File: src/rtl/game_pkg.sv
// Shared definitions for the game-setup register reader.
// Register map, index enum, reader states and bench helpers.
package game_pkg;

    localparam logic [7:0] ADDR_ROW_COL     = 8'h00;
    localparam logic [7:0] ADDR_MINE_NUM    = 8'h02;
    localparam logic [7:0] ADDR_TIMER       = 8'h04;
    localparam logic [7:0] ADDR_FIELD_SIZE  = 8'h06;
    localparam logic [7:0] ADDR_BOARD_SIZE  = 8'h08;
    localparam logic [7:0] ADDR_BOARD_XPOS  = 8'h0A;
    localparam logic [7:0] ADDR_BOARD_YPOS  = 8'h0C;
    localparam logic [7:0] ADDR_GAMES_WON   = 8'h0E;
    localparam logic [7:0] ADDR_GAMES_LOST  = 8'h10;

    typedef enum logic [3:0] {
        IDX_ROW_COL     = 4'd0,
        IDX_MINE_NUM    = 4'd1,
        IDX_TIMER       = 4'd2,
        IDX_FIELD_SIZE  = 4'd3,
        IDX_BOARD_SIZE  = 4'd4,
        IDX_BOARD_XPOS  = 4'd5,
        IDX_BOARD_YPOS  = 4'd6,
        IDX_GAMES_WON   = 4'd7,
        IDX_GAMES_LOST  = 4'd8
    } reg_idx_e;

    typedef enum logic [1:0] {
        ST_IDLE,
        ST_REQ,
        ST_WAIT_ACK,
        ST_DONE
    } reader_state_e;

    // Value a bench slave returns for unmapped addresses.
    localparam logic [15:0] DEAD = 16'hDEAD;

`ifdef GAME_SETUP_STATS_EN
    localparam int NUM_REGS = 9;
`else
    localparam int NUM_REGS = 7;
`endif

    localparam logic [3:0] LAST_IDX = 4'(NUM_REGS - 1);

    function automatic logic [7:0] reg_addr(input logic [3:0] idx);
        logic [7:0] a;
        a = ADDR_ROW_COL;
        unique case (idx)
            IDX_ROW_COL:    a = ADDR_ROW_COL;
            IDX_MINE_NUM:   a = ADDR_MINE_NUM;
            IDX_TIMER:      a = ADDR_TIMER;
            IDX_FIELD_SIZE: a = ADDR_FIELD_SIZE;
            IDX_BOARD_SIZE: a = ADDR_BOARD_SIZE;
            IDX_BOARD_XPOS: a = ADDR_BOARD_XPOS;
            IDX_BOARD_YPOS: a = ADDR_BOARD_YPOS;
            IDX_GAMES_WON:  a = ADDR_GAMES_WON;
            IDX_GAMES_LOST: a = ADDR_GAMES_LOST;
            default:        a = ADDR_ROW_COL;
        endcase
        return a;
    endfunction

endpackage

File: src/rtl/wishbone_if.sv
// Pipelined Wishbone read/write bundle used by the setup reader.
// Master drives strobe/address, slave returns stall/ack/data.
interface wishbone_if;

    logic        stb_o;
    logic        we_o;
    logic [7:0]  adr_o;
    logic        stall_i;
    logic        ack_i;
    logic [15:0] dat_i;

    modport master (
        output stb_o,
        output we_o,
        output adr_o,
        input  stall_i,
        input  ack_i,
        input  dat_i
    );

    modport slave (
        input  stb_o,
        input  we_o,
        input  adr_o,
        output stall_i,
        output ack_i,
        output dat_i
    );

endinterface

File: src/rtl/wb_timeout_cnt.sv
// Per-transfer watchdog for the setup reader.
// expired is high in the TIMEOUT_CYCLES-th enabled cycle after clear.
module wb_timeout_cnt #(
    parameter int TIMEOUT_CYCLES = 64
) (
    input  logic clk,
    input  logic rst,
    input  logic clr,
    input  logic en,
    output logic expired
);

    logic [15:0] cnt_q;

    // Count outstanding cycles, saturating so a stuck enable cannot wrap.
    always_ff @(posedge clk or posedge rst) begin
        if (rst) begin
            cnt_q <= '0;
        end else if (clr) begin
            cnt_q <= '0;
        end else if (en && cnt_q != 16'hFFFF) begin
            cnt_q <= cnt_q + 16'd1;
        end
    end

    assign expired = en && (cnt_q == 16'(TIMEOUT_CYCLES - 1));

endmodule

File: src/rtl/game_setup_reader.sv
// Wishbone sweep reader for the game-setup register bank.
// Define GAME_SETUP_STATS_EN to also fetch games_won/games_lost.
module game_setup_reader
    import game_pkg::*;
#(
    parameter int TIMEOUT_CYCLES = 64
) (
    input  logic        clk,
    input  logic        rst,
    input  logic        start,
    wishbone_if.master  wb,
    output logic [15:0] row_column_number,
    output logic [15:0] mine_num,
    output logic [15:0] timer_seconds,
    output logic [15:0] field_size,
    output logic [15:0] board_size,
    output logic [15:0] board_xpos,
    output logic [15:0] board_ypos,
    output logic [15:0] games_won,
    output logic [15:0] games_lost,
    output logic        busy,
    output logic        done,
    output logic        valid,
    output logic        err
);

    reader_state_e state_q, state_d;
    logic [3:0]    idx_q, idx_d;
    logic          capture;
    logic          cnt_clr;
    logic          cnt_en;
    logic          expired;
    logic          timeout;
    logic          accept_start;
    logic [15:0]   data_q [NUM_REGS];

    assign cnt_en       = (state_q == ST_REQ) || (state_q == ST_WAIT_ACK);
    assign accept_start = (state_q == ST_IDLE) && start;

    wb_timeout_cnt #(
        .TIMEOUT_CYCLES(TIMEOUT_CYCLES)
    ) u_tmo (
        .clk    (clk),
        .rst    (rst),
        .clr    (cnt_clr),
        .en     (cnt_en),
        .expired(expired)
    );

    // Next-state logic; a late ack wins over a same-cycle expiry.
    always_comb begin
        state_d = state_q;
        idx_d   = idx_q;
        capture = 1'b0;
        cnt_clr = 1'b0;
        timeout = 1'b0;
        unique case (state_q)
            ST_IDLE: begin
                if (start) begin
                    state_d = ST_REQ;
                    idx_d   = '0;
                    cnt_clr = 1'b1;
                end
            end
            ST_REQ: begin
                if (!wb.stall_i) begin
                    state_d = ST_WAIT_ACK;
                end else if (expired) begin
                    state_d = ST_IDLE;
                    timeout = 1'b1;
                end
            end
            ST_WAIT_ACK: begin
                if (wb.ack_i) begin
                    capture = 1'b1;
                    if (idx_q == LAST_IDX) begin
                        state_d = ST_DONE;
                    end else begin
                        state_d = ST_REQ;
                        idx_d   = idx_q + 4'd1;
                        cnt_clr = 1'b1;
                    end
                end else if (expired) begin
                    state_d = ST_IDLE;
                    timeout = 1'b1;
                end
            end
            ST_DONE: begin
                state_d = ST_IDLE;
            end
            default: begin
                state_d = ST_IDLE;
            end
        endcase
    end

    // State and read-index registers.
    always_ff @(posedge clk or posedge rst) begin
        if (rst) begin
            state_q <= ST_IDLE;
            idx_q   <= '0;
        end else begin
            state_q <= state_d;
            idx_q   <= idx_d;
        end
    end

    // Bus and status outputs are registered from the next state.
    always_ff @(posedge clk or posedge rst) begin
        if (rst) begin
            wb.stb_o <= 1'b0;
            wb.we_o  <= 1'b0;
            wb.adr_o <= '0;
            busy     <= 1'b0;
            done     <= 1'b0;
            valid    <= 1'b0;
            err      <= 1'b0;
        end else begin
            wb.stb_o <= (state_d == ST_REQ);
            wb.we_o  <= 1'b0;
            wb.adr_o <= reg_addr(idx_d);
            busy     <= (state_d == ST_REQ) ||
                        (state_d == ST_WAIT_ACK);
            done     <= (state_d == ST_DONE);
            if (accept_start) begin
                valid <= 1'b0;
                err   <= 1'b0;
            end
            if (state_d == ST_DONE) begin
                valid <= 1'b1;
            end
            if (timeout) begin
                err <= 1'b1;
            end
        end
    end

    // Capture read data into the slot of the current index.
    always_ff @(posedge clk or posedge rst) begin
        if (rst) begin
            for (int i = 0; i < NUM_REGS; i++) begin
                data_q[i] <= '0;
            end
        end else begin
            for (int i = 0; i < NUM_REGS; i++) begin
                if (capture && idx_q == 4'(i)) begin
                    data_q[i] <= wb.dat_i;
                end
            end
        end
    end

    assign row_column_number = data_q[int'(IDX_ROW_COL)];
    assign mine_num          = data_q[int'(IDX_MINE_NUM)];
    assign timer_seconds     = data_q[int'(IDX_TIMER)];
    assign field_size        = data_q[int'(IDX_FIELD_SIZE)];
    assign board_size        = data_q[int'(IDX_BOARD_SIZE)];
    assign board_xpos        = data_q[int'(IDX_BOARD_XPOS)];
    assign board_ypos        = data_q[int'(IDX_BOARD_YPOS)];

`ifdef GAME_SETUP_STATS_EN
    assign games_won  = data_q[int'(IDX_GAMES_WON)];
    assign games_lost = data_q[int'(IDX_GAMES_LOST)];
`else
    assign games_won  = '0;
    assign games_lost = '0;
`endif

endmodule

File: src/flat_wrapper.sv
// flat-port wrapper written by rule: the top's interface ports become plain ports
module game_setup_reader_flat import game_pkg::*;
#(
    parameter int TIMEOUT_CYCLES = 64
)
  (clk, rst, start, row_column_number, mine_num, timer_seconds, field_size, board_size, board_xpos, board_ypos, games_won, games_lost, busy, done, valid, err, wb_stb_o, wb_we_o, wb_adr_o, wb_stall_i, wb_ack_i, wb_dat_i);
  wishbone_if wb_i ();
  input  logic clk;
  input  logic rst;
  input  logic start;
  output logic [15:0] row_column_number;
  output logic [15:0] mine_num;
  output logic [15:0] timer_seconds;
  output logic [15:0] field_size;
  output logic [15:0] board_size;
  output logic [15:0] board_xpos;
  output logic [15:0] board_ypos;
  output logic [15:0] games_won;
  output logic [15:0] games_lost;
  output logic busy;
  output logic done;
  output logic valid;
  output logic err;
  output wire logic [$bits(wb_i.stb_o)-1:0] wb_stb_o;
  output wire logic [$bits(wb_i.we_o)-1:0] wb_we_o;
  output wire logic [$bits(wb_i.adr_o)-1:0] wb_adr_o;
  input wire logic [$bits(wb_i.stall_i)-1:0] wb_stall_i;
  input wire logic [$bits(wb_i.ack_i)-1:0] wb_ack_i;
  input wire logic [$bits(wb_i.dat_i)-1:0] wb_dat_i;
  assign wb_stb_o = wb_i.stb_o;
  assign wb_we_o = wb_i.we_o;
  assign wb_adr_o = wb_i.adr_o;
  assign wb_i.stall_i = wb_stall_i;
  assign wb_i.ack_i = wb_ack_i;
  assign wb_i.dat_i = wb_dat_i;
  game_setup_reader #(.TIMEOUT_CYCLES(TIMEOUT_CYCLES)) u_core (.clk(clk), .rst(rst), .start(start), .wb(wb_i), .row_column_number(row_column_number), .mine_num(mine_num), .timer_seconds(timer_seconds), .field_size(field_size), .board_size(board_size), .board_xpos(board_xpos), .board_ypos(board_ypos), .games_won(games_won), .games_lost(games_lost), .busy(busy), .done(done), .valid(valid), .err(err));
endmodule
File: config.mk
export PLATFORM = sky130hd
export DESIGN_NAME = game_setup_reader_flat
export DESIGN_NICKNAME = d
export VERILOG_FILES = /design/src/rtl/game_pkg.sv /design/src/rtl/wishbone_if.sv /design/src/rtl/wb_timeout_cnt.sv /design/src/rtl/game_setup_reader.sv /design/src/flat_wrapper.sv
export SDC_FILE = /design/constraint.sdc
export NUM_CORES = 1
export LEC_CHECK = 0
export ABC_CLOCK_PERIOD_IN_PS = 7400
export BUFFER_PORTS_ARGS = -buffer_cell sky130_fd_sc_hd__buf_4
export CAP_MARGIN = 20
export CORE_ASPECT_RATIO = 0.5
export CORE_MARGIN = 10
export CORE_UTILIZATION = 25
export CTS_BUF_LIST = sky130_fd_sc_hd__clkbuf_16
export DETAILED_ROUTE_END_ITERATION = 8
export HOLD_SLACK_MARGIN = 0.15
export PLACE_DENSITY = 0.52
export SLEW_MARGIN = 40
export SYNTH_ARGS = -nofsm -noshare
export SYNTH_HDL_FRONTEND = slang
export SYNTH_SLANG_ARGS = --single-unit
File: constraint.sdc
create_clock -name clk -period 7.4 [get_ports clk]
set_clock_uncertainty 0.15 [all_clocks]
set_input_delay 0.37 -clock clk [delete_from_list [all_inputs] [get_ports clk]]
set_output_delay 0.37 -clock clk [all_outputs]
set_load 0.005 [all_outputs]
# Word level (Yosys, flattened, before mapping)

Memory sizes are Yosys's and may differ from the RTL's. A register that Yosys moved wholly into a read port is not among the register bits.
Index checks and enable logic that the tools add are counted.

Add/subtract/negate cells: 2
Equal/unequal tests: 14
Reductions and logical operators: 17
Mux-type cells: 25

Operator list:

| cell                  | number |
|---|---|
| $mux 16               | 2 |
| $add 16x1->16 const B | 1 |
| $eq 16x6->1 const B   | 1 |
| $ne 16x16->1 const B  | 1 |
| $eq 4x3->1 const B    | 3 |
| $mux 4                | 3 |
| $mux 1                | 11 |
| $logic_and 1x1->1     | 10 |
| $mux 2                | 5 |
| $eq 2x2->1 const B    | 4 |
| $eq 4x2->1 const B    | 2 |
| $pmux 2 s4            | 1 |
| $pmux 4 s2            | 1 |
| $reduce_bool 2->1     | 3 |
| $add 4x1->4 const B   | 1 |
| $eq 2x1->1 const B    | 2 |
| $eq 4x1->1 const B    | 1 |
| $logic_not 4->1       | 1 |
| $pmux 1 s2            | 2 |
| $logic_not 2->1       | 1 |
| $logic_or 1x1->1      | 2 |

Bits in registers: 147
Memories: 1
Input bits: 21
Logic and storage cells: 75
Output and inout bits: 158
ROM bits: 64

Memories:

| name            | depth | bits a word | read ports | clocked after Yosys merged registers in | write ports | line           | RTL |
|---|---|---|---|---|---|---|---|
| (no name shown) | 16    | 4           | 1          | 1                                       | 0           | game_pkg.sv:48 | `unique case (idx)` |

# Logic depth before layout (Yosys ltp)

Gate-level depths: netlist of run 1.

Word-level depth: 8
Mapped depth: 9
Gate-level depth less buffers: 8

# Modules after synthesis

A second synthesis of run 1 with hierarchy kept.

Cell total of the unflattened synthesis: 450
Area total of the unflattened synthesis: 6421.2 um^2

Modules (own cells, without submodules):

| module            | area an instance (um^2) | cells an instance | seq. area each (um^2) | times used |
|---|---|---|---|---|
| game_setup_reader | 5461.5                  | 352               | 3178.0                | 1 |
| wb_timeout_cnt    | 959.7                   | 98                | 400.4                 | 1 |

# Worst setup path before layout of run 1

OpenSTA, ideal clock, no wires.

Path type: reg-to-reg
Start: register u_core.state_q[1]
End: register u_core.busy
Path buffers: 0
Arrival time: 1718 ps
Required time: 7137 ps
Setup time: 113 ps
Stages on the path, launching flop included: 8
Clock period less this slack: 1981 ps
Setup slack: 5419 ps
Cell sequence: dfrtp_1 -> inv_1 -> ha_1 -> or3b_2 -> a2bb2oi_1 -> a31oi_1 -> ha_1 -> inv_1

Cells in the longest elaborated chain, start to end: 8
Elaborated cells on any way between the ends: 14
Classes of those cells: eq/ne (5); mux (5); reduce/logical (4)

RTL lines:

| item                                     | line                                               | RTL |
|---|---|---|
| from (decl)                              | game_setup_reader.sv:27                            | `reader_state_e state_q, state_d;` |
| from (signal assigned)                   | game_setup_reader.sv:103                           | `state_q <= state_d;` |
| $eq 2x1->1 or $eq 2x2->1 (tied branches) | game_setup_reader.sv:37, game_setup_reader.sv:57   |  |
| $logic_or 1x1->1                         | game_setup_reader.sv:37                            | `assign cnt_en = (state_q == ST_REQ) \|\| (state_q == ST_WAIT_ACK);` |
| $logic_and 1x1->1                        | wb_timeout_cnt.sv:26                               | `assign expired = en && (cnt_q == 16'(TIMEOUT_CYCLES - 1));` |
| $mux 2                                   | game_setup_reader.sv:68, game_setup_reader.sv:83   |  |
| $mux 2 (on tied branches)                | game_setup_reader.sv:74, game_setup_reader.sv:66   |  |
| $pmux 2 s4 (*)                           | game_setup_reader.sv:57                            | `unique case (state_q)` |
| net u_core.state_d[0]                    | game_setup_reader.sv:27                            |  |
| $eq 2x1->1 or $eq 2x2->1 (tied branches) | game_setup_reader.sv:122, game_setup_reader.sv:123 |  |
| $logic_or 1x1->1 (*)                     | game_setup_reader.sv:122                           | `busy <= (state_d == ST_REQ) \|\|` |
| to (signal assigned)                     | game_setup_reader.sv:122                           |  |
| to (decl)                                | game_setup_reader.sv:21                            | `output logic busy,` |

Mark *: on every way through the listed nets, which the timed path passes. The rest lies on a longest branch.
A chain may end at the register's enable or synchronous reset.

# Final worst setup path of run 1

Start: register u_core.state_q[0]
End: register u_core.data_q (netlist bit u_core.board_ypos[0])

Cells in the longest elaborated chain, start to end: 3

RTL lines:

| item                            | line                     | RTL |
|---|---|---|
| $eq 2x2->1                      | game_setup_reader.sv:57  |  |
| $mux 1                          | game_setup_reader.sv:57  |  |
| $logic_and 1x1->1               | game_setup_reader.sv:146 | `if (capture && idx_q == 4'(i)) begin` |
| to (signal, indexed assignment) | game_setup_reader.sv:147 | `data_q[i] <= wb.dat_i;` |
| to (decl)                       | game_setup_reader.sv:35  | `logic [15:0] data_q [NUM_REGS];` |

Every way passes these cells.

==> results.ini, run 1 <==
[floorplanning]
io_pins = 179
die_area_mm2 = 0.0317
core-area_mm2 = 0.0241
die_h_um = 131
num_rows = 40
die_x_um = 242
start_util_pct = 25.5

[cts]
cts_resized = 0
cts_tree = yes
clockBufferDepth = 2
path_clk_slew_ns = 0.06
htreeDepth = 4
cts_root_buffer = clkbuf_16
cts_made_buffers = 17
clk_latency_ns = 0.42
cts_sinks = 143
post_cts_buffers = 0

[cells_and_area]
drive_above_1_share_pct = 47.6
n_antenna_cell = 0
area_growth_pct = 33.5
nets = 651
fin_util_pct = 34.1
fillers = 2449

[route]
via_per_inst = 4.13
dr_wl_met2_um = 9450
route.met3.wl_um = 510
drtIter0Drc = 168
routed_wl_um = 17100
ant_nets = 0
wl_per_cell_um = 17.6
met1_length_um = 6900
highest_layer = met4
dr.pass1.iters = 4
vias = 4010
drc = 0

[placed_design]
gp_congestion = 0.740
place_hpwl_um = 12300
numPortBuffers = 141

[run_status]
status = finished clean

[synth]
synthAdderAreaFrac_pct = 1.83
synthTopCellsByArea = dfrtp_1 58%, mux2_2 20%, buf_4 5.2%
synthDistinctLibCells = 52
yosys_warnings = 0
yosys-mux-area-fraction_pct = 20.8
netlist_instances = 454
synth-seq-area-share_pct = 58.1
synthArstFlopShare_pct = 100
synth_top_family_by_area = multiplexers
synth_compound_area_share_pct = 3.62
synth_area_per_cell_um2 = 13.6
yosys.area_share.simple_pct = 7.12
yosysTopAreaCellShare_pct = 58.1
yosysMostFrequentCell = dfrtp_1
syn_area_mm2 = 0.00615
synth_edf_count = 0
synth_xor_area_share_pct = 1.71
yosys_most_used_dff = dfrtp_1
synth.largest_area_cell = dfrtp_1
synth_seq_cells = 143
synthTopCellsByCount = 143 x dfrtp_1, 112 x mux2_2, 43 x buf_4

[worst_hold_path]
holdCritStartpoint = wb_ack_i
whs_endpoint = u_core.idx_q[3]
hp-class = input port to flip-flop
hold_depth = 3

[timing]
period_needed_ns = 2.61
hold_slack_ns = 0.215
drv_slew = 0
setup_viol = 0
relSlewSlack_pct = 51.4
timing.final.crit_share_pct = 35.3
setup_tns_ns = 0
hold_viol = 0
grt_setup_unrepaired = false
tightest_slew_ns = 0.729
fmax_mhz = 383

[critical_path]
arrival_ns = 2.77
required_ns = 7.55
crit_start = u_core.state_q[0]
rr_worst_depth = 6
cp-start-kind = flip-flop
critPathMaxFanout = 11
r2r_setup_slack_ns = 4.79
worstReg2RegStart = u_core.state_q[0]
r2r-end = u_core.board_ypos[0]
worstSetupPathType = flip-flop to flip-flop
cp-end-kind = flip-flop

[pwr]
p_int_mw = 1.93
p_leak_nw = 4.12
powerDensity_mw_per_mm2 = 335
p_switching_mw = 0.816
p_clk_share_pct = 31.2
seqPwrFrac_pct = 40.1
p_comb_share_pct = 28.7
p_total_mw = 2.75
switching_share_pct = 29.7
vdd_drop_max_v = 0.000172

[global_route]
grt_start_max_net_pins = 88
overflow = 0
grt_pass1_wl_um = 25800
antenna_found_initial = 0
first_global_vias = 4219
grt_usage_pct = 10.7

[flow_run]
cap_violations = 0

[flip-flops by register name (all words and copies together), names as in the netlist]
register	count
u_core.done	1
u_core.timer_seconds	16
u_core.wb.adr_o	4
u_core.valid	1
u_core.mine_num	16
u_core.wb.stb_o	1
u_core.idx_q	4
u_core.row_column_number	16
u_core.board_xpos	16
u_core.board_size	16
u_core.err	1
u_core.state_q	2
u_core.board_ypos	16
u_core.field_size	16
u_core.u_tmo.cnt_q	16
u_core.busy	1
[metal layers]
metal | vias up | global-route usage [%]
met5 | - | 0
met4 | 0 | 3.64
met3 | 15 | 2.61
met2 | 74 | 19.6
met1 | 2071 | 12.0
li1 | 1850 | -
[metrics by stage]
stage | instances | cell area (µm²) | worst slack [ns]
after floorplan | 490 | 6290 | 3.04
after global placement | 920 | 7430 | 4.87
after CTS | 970 | 8210 | 4.76
after detailed placement | 920 | 7450 | 4.75
after global routing | 970 | 8210 | 4.62
final | 970 | 8210 | 4.79
[worst max-delay path by stage]
stage | end | slack [ns] | cells past startpoint
final | u_core.board_ypos[0] | 4.79 | 6
after global routing | u_core.board_ypos[8] | 4.62 | 6
after CTS | u_core.board_ypos[6] | 4.76 | 6
after detailed placement | u_core.board_ypos[0] | 4.75 | 6
after global placement | u_core.board_xpos[6] | 4.87 | 5
after floorplan | u_core.board_size[0] | 3.04 | 1
[what timing repair did]
item	CTS	global route
endpoints found under the hold margin	199	0
hold buffers	18	0
endpoints found under the setup margin	0	0
[worst max-delay path: stages, from the launching register on]
cell      delay (ns)
dfrtp_1         0.40
inv_1           0.10
ha_1            0.35
nand3b_1        0.28
nor2_2          0.56
buf_4           0.30
mux2_2          0.35
[layout by cell type (no fill, tap or decap), types with 8 or more instances in the layout]
cell type	synthesis	routed
conb_1	1	37
clkbuf_16	0	17
nand2_1	15	15
xnor2_1	11	11
inv_1	15	14
ha_1	9	9
dlygate4sd3_1	0	18
mux2_2	112	112
nor2_1	15	15
a21oi_1	10	10
dfrtp_1	143	143
buf_4	43	143
o21ai_0	8	8
[area by class of cell]
class | count | area (µm²) | area share, %
Sequential cell | 143 | 3580 | 43.6
Multi-Input combinational cell | 283 | 2310 | 28.1
Timing Repair Buffer | 161 | 1250 | 15.3
Clock buffer | 17 | 425 | 5.18
Tap cell | 336 | 420 | 5.12
Clock inverter | 15 | 160 | 1.95
Inverter | 15 | 63.8 | 0.777
[logic make-up (layout without fill, tap and decap cells)]
family | count (synthesis) | in the layout
other | 1 | 37
buffers and inverters | 64 | 208
and+or+nand+nor | 76 | 76
muxes | 114 | 114
xor gates and xnor gates | 12 | 12
DFF | 143 | 143
AOI/OAI and AO/OA | 35 | 35
adders and majority gates | 9 | 9
[power groups by stage]
stage,combinational (mW),clock [mW],sequential [mW]
2_1_floorplan,0.389,0,1.11
6_report,0.791,0.858,1.10
3_3_place_gp,0.796,0,1.11
4_1_cts,0.812,0.882,1.10
5_1_grt,0.871,0.920,1.13
3_5_place_dp,0.803,0,1.12
Note: power is estimated with default switching activity, not from simulation.
==> run 2: changes to the inputs <==
ABC_AREA = 1   (was default)
ABC_CLOCK_PERIOD_IN_PS = 2300   (was 7400)
PLACE_DENSITY = 0.54   (was 0.52)
clock period = 2.3 ns   (was 7.4 ns; I/O delays follow)
==> run 2 against run 1 <==
Core utilization grew 0.37 points. Largest cell class unchanged. Critical path depth grew 1. Design area increased by 0.46%. Combinational power rose to 3.0 times the previous value. Synthesized area shrank 1.1%. Clock power rose to 3.4 times the previous value. Synthesized cell count increased by 44%. Final cell count increased by 19%. First-iteration DRC count grew 120%.
==> results.ini, run 2 <==
[synth]
yosys_warnings = 0
synth-seq-area-share_pct = 58.8
yosysTopAreaCellShare_pct = 58.8
synthDistinctLibCells = 29
yosysMostFrequentCell = nand2_1
synth_area_per_cell_um2 = 9.29
synthTopCellsByArea = dfrtp_1 59%, nand2_1 11%, o21ai_0 8.5%
netlist_instances = 655
synth.largest_area_cell = dfrtp_1
yosys_most_used_dff = dfrtp_1
synth_seq_cells = 143
syn_area_mm2 = 0.00609
synthArstFlopShare_pct = 100
synth_edf_count = 0
synthTopCellsByCount = 176 x nand2_1, 143 x dfrtp_1, 103 x o21ai_0, 41 x nor2_1, 40 x inv_1

[timing]
setup_viol = 0
hold_viol = 0
setup_tns_ns = 0
period_needed_ns = 2.14
relSlewSlack_pct = 50.4
grt_setup_unrepaired = false
hold_slack_ns = 0.226
drv_slew = 0
tightest_slew_ns = 0.743
fmax_mhz = 466
timing.final.crit_share_pct = 93.2

[floorplanning]
die_h_um = 130
die_area_mm2 = 0.0314
start_util_pct = 25.4
core-area_mm2 = 0.0240
io_pins = 179
die_x_um = 241
num_rows = 40

[cts]
clk_latency_ns = 0.42
cts_tree = yes
cts_resized = 0
htreeDepth = 4
cts_made_buffers = 17
path_clk_slew_ns = 0.07
clockBufferDepth = 2
cts_root_buffer = clkbuf_16
post_cts_buffers = 0
cts_sinks = 143

[pwr]
switching_share_pct = 33.1
p_switching_mw = 2.86
seqPwrFrac_pct = 39.3
p_total_mw = 8.65
p_int_mw = 5.78
powerDensity_mw_per_mm2 = 1050
vdd_drop_max_v = 0.000562
p_leak_nw = 4.24
p_clk_share_pct = 33.4
p_comb_share_pct = 27.3

[route]
dr.pass1.iters = 5
vias = 4874
routed_wl_um = 18200
wl_per_cell_um = 15.8
drtIter0Drc = 375
ant_nets = 0
via_per_inst = 4.23
drc = 0

[placed_design]
numPortBuffers = 141
gp_congestion = 0.888
place_hpwl_um = 13700
dpl-instance-area_mm2 = 0.00742

[cells_and_area]
n_antenna_cell = 0
drive_above_1_share_pct = 24.3
layout_common_cells = 176 x nand2_1, 152 x buf_4, 143 x dfrtp_1
area_growth_pct = 35.6
layout_commonest_cell = nand2_1
finalInstanceArea_mm2 = 0.00825
nets = 854
multi_input_area_mm2 = 0.00210
register_area_mm2 = 0.00358
fillers = 2458

[global_route]
first_global_vias = 4842
antenna_found_initial = 0
grt_usage_pct = 11.7
overflow = 0
grt_start_max_net_pins = 52
grt_pass1_wl_um = 28600

[critical_path]
cp-start-kind = flip-flop
rr_worst_depth = 7
worstSetupPathType = flip-flop to flip-flop
required_ns = 2.47
worstReg2RegStart = u_core.state_q[0]
cp-end-kind = flip-flop
r2r_setup_slack_ns = 0.16
critPathMaxFanout = 5
arrival_ns = 2.31
r2r-end = u_core.err

[flow_run]
cap_violations = 0

[worst_hold_path]
hp-class = input port to async pin

[run_status]
status = finished clean

run 2: changes by cell type in the layout (fill, tap and decap cells not counted), sizes merged, moves of 13 or more:
| cell | before | now |
|---|---|---|
| inv | 19 | 51 |
| mux2 | 112 | 0 |
| nand2 | 19 | 179 |
| nand3 | 4 | 17 |
| nor2 | 18 | 47 |
| o21ai | 9 | 104 |
run 2: per-layer routing:
layer,part of all wire (%),global-route usage [%],routed length [µm],vias up
met5,0,0,0,-
met4,2.2,4.40,403,0
met3,3.2,2.10,575,20
met2,52,20.4,9490,76
met1,42,14.2,7710,2412
li1,-,-,-,2366
run 2: cell type report:
class / count / share of cell area, %
Clock inverter: 15 / 2.35
Inverter: 43 / 2.00
Sequential cell: 143 / 43.4
Clock buffer: 17 / 5.16
Multi-Input combinational cell: 444 / 25.5
Tap cell: 315 / 4.78
Timing Repair Buffer: 175 / 16.9
run 2: how the worst max path moves through the flow:
stage | slack (ns) | from | to
after CTS | 0.14 | u_core.state_q[0] | u_core.err
final | 0.16 | u_core.state_q[0] | u_core.err
after detailed placement | 0.29 | u_core.state_q[0] | u_core.u_tmo.cnt_q[9]
after global routing | 0.02 | u_core.state_q[0] | u_core.u_tmo.cnt_q[5]
after floorplan | 0.24 | rst | u_core.board_size[0]
after global placement | 0.36 | u_core.state_q[1] | u_core.busy
run 2: worst max-delay path: stages (launching register included):
cell           delay, ns
dfrtp_1             0.38
inv_1               0.12
ha_1                0.23
inv_1               0.08
nor2_1              0.21
a21oi_1             0.07
dlygate4sd3_1       0.57
o31ai_1             0.24
run 2: per-stage QoR:
step	cells	util, %	setup WS, ns
after CTS	1152	34.4	0.143
after detailed placement	1099	31.0	0.291
after global placement	1099	31.0	0.363
after floorplan	691	-	0.244
final	1152	34.4	0.156
after global routing	1152	34.4	0.0202
run 2: power groups by stage:
stage | Clock (mW) | Sequential (mW) | Combinational (mW)
after floorplan | 0 | 3.40 | 1.17
final | 2.89 | 3.39 | 2.36
after global placement | 0 | 3.42 | 2.34
after global routing | 3.08 | 3.47 | 2.67
after CTS | 2.98 | 3.40 | 2.40
after detailed placement | 0 | 3.43 | 2.36
run 2: kinds of logic (layout without fill, tap and decap cells):
group / count (synthesis) / in the layout / synth area share (%)
adder cells (fa/ha/maj): 9 / 9 / 1.85
other: 1 / 37 / 0.0616
buffers and inverters: 104 / 250 / 8.90
AND/OR/NAND/NOR: 261 / 261 / 18.1
flip-flops: 143 / 143 / 58.8
AO/OA/AOI/OAI: 126 / 126 / 10.7
XOR/XNOR: 11 / 11 / 1.58
run 2: timing repair:
item / CTS / global route
endpoints found under the setup margin: 0 / 0
endpoints found under the hold margin: 183 / 0
hold buffers: 21 / 0
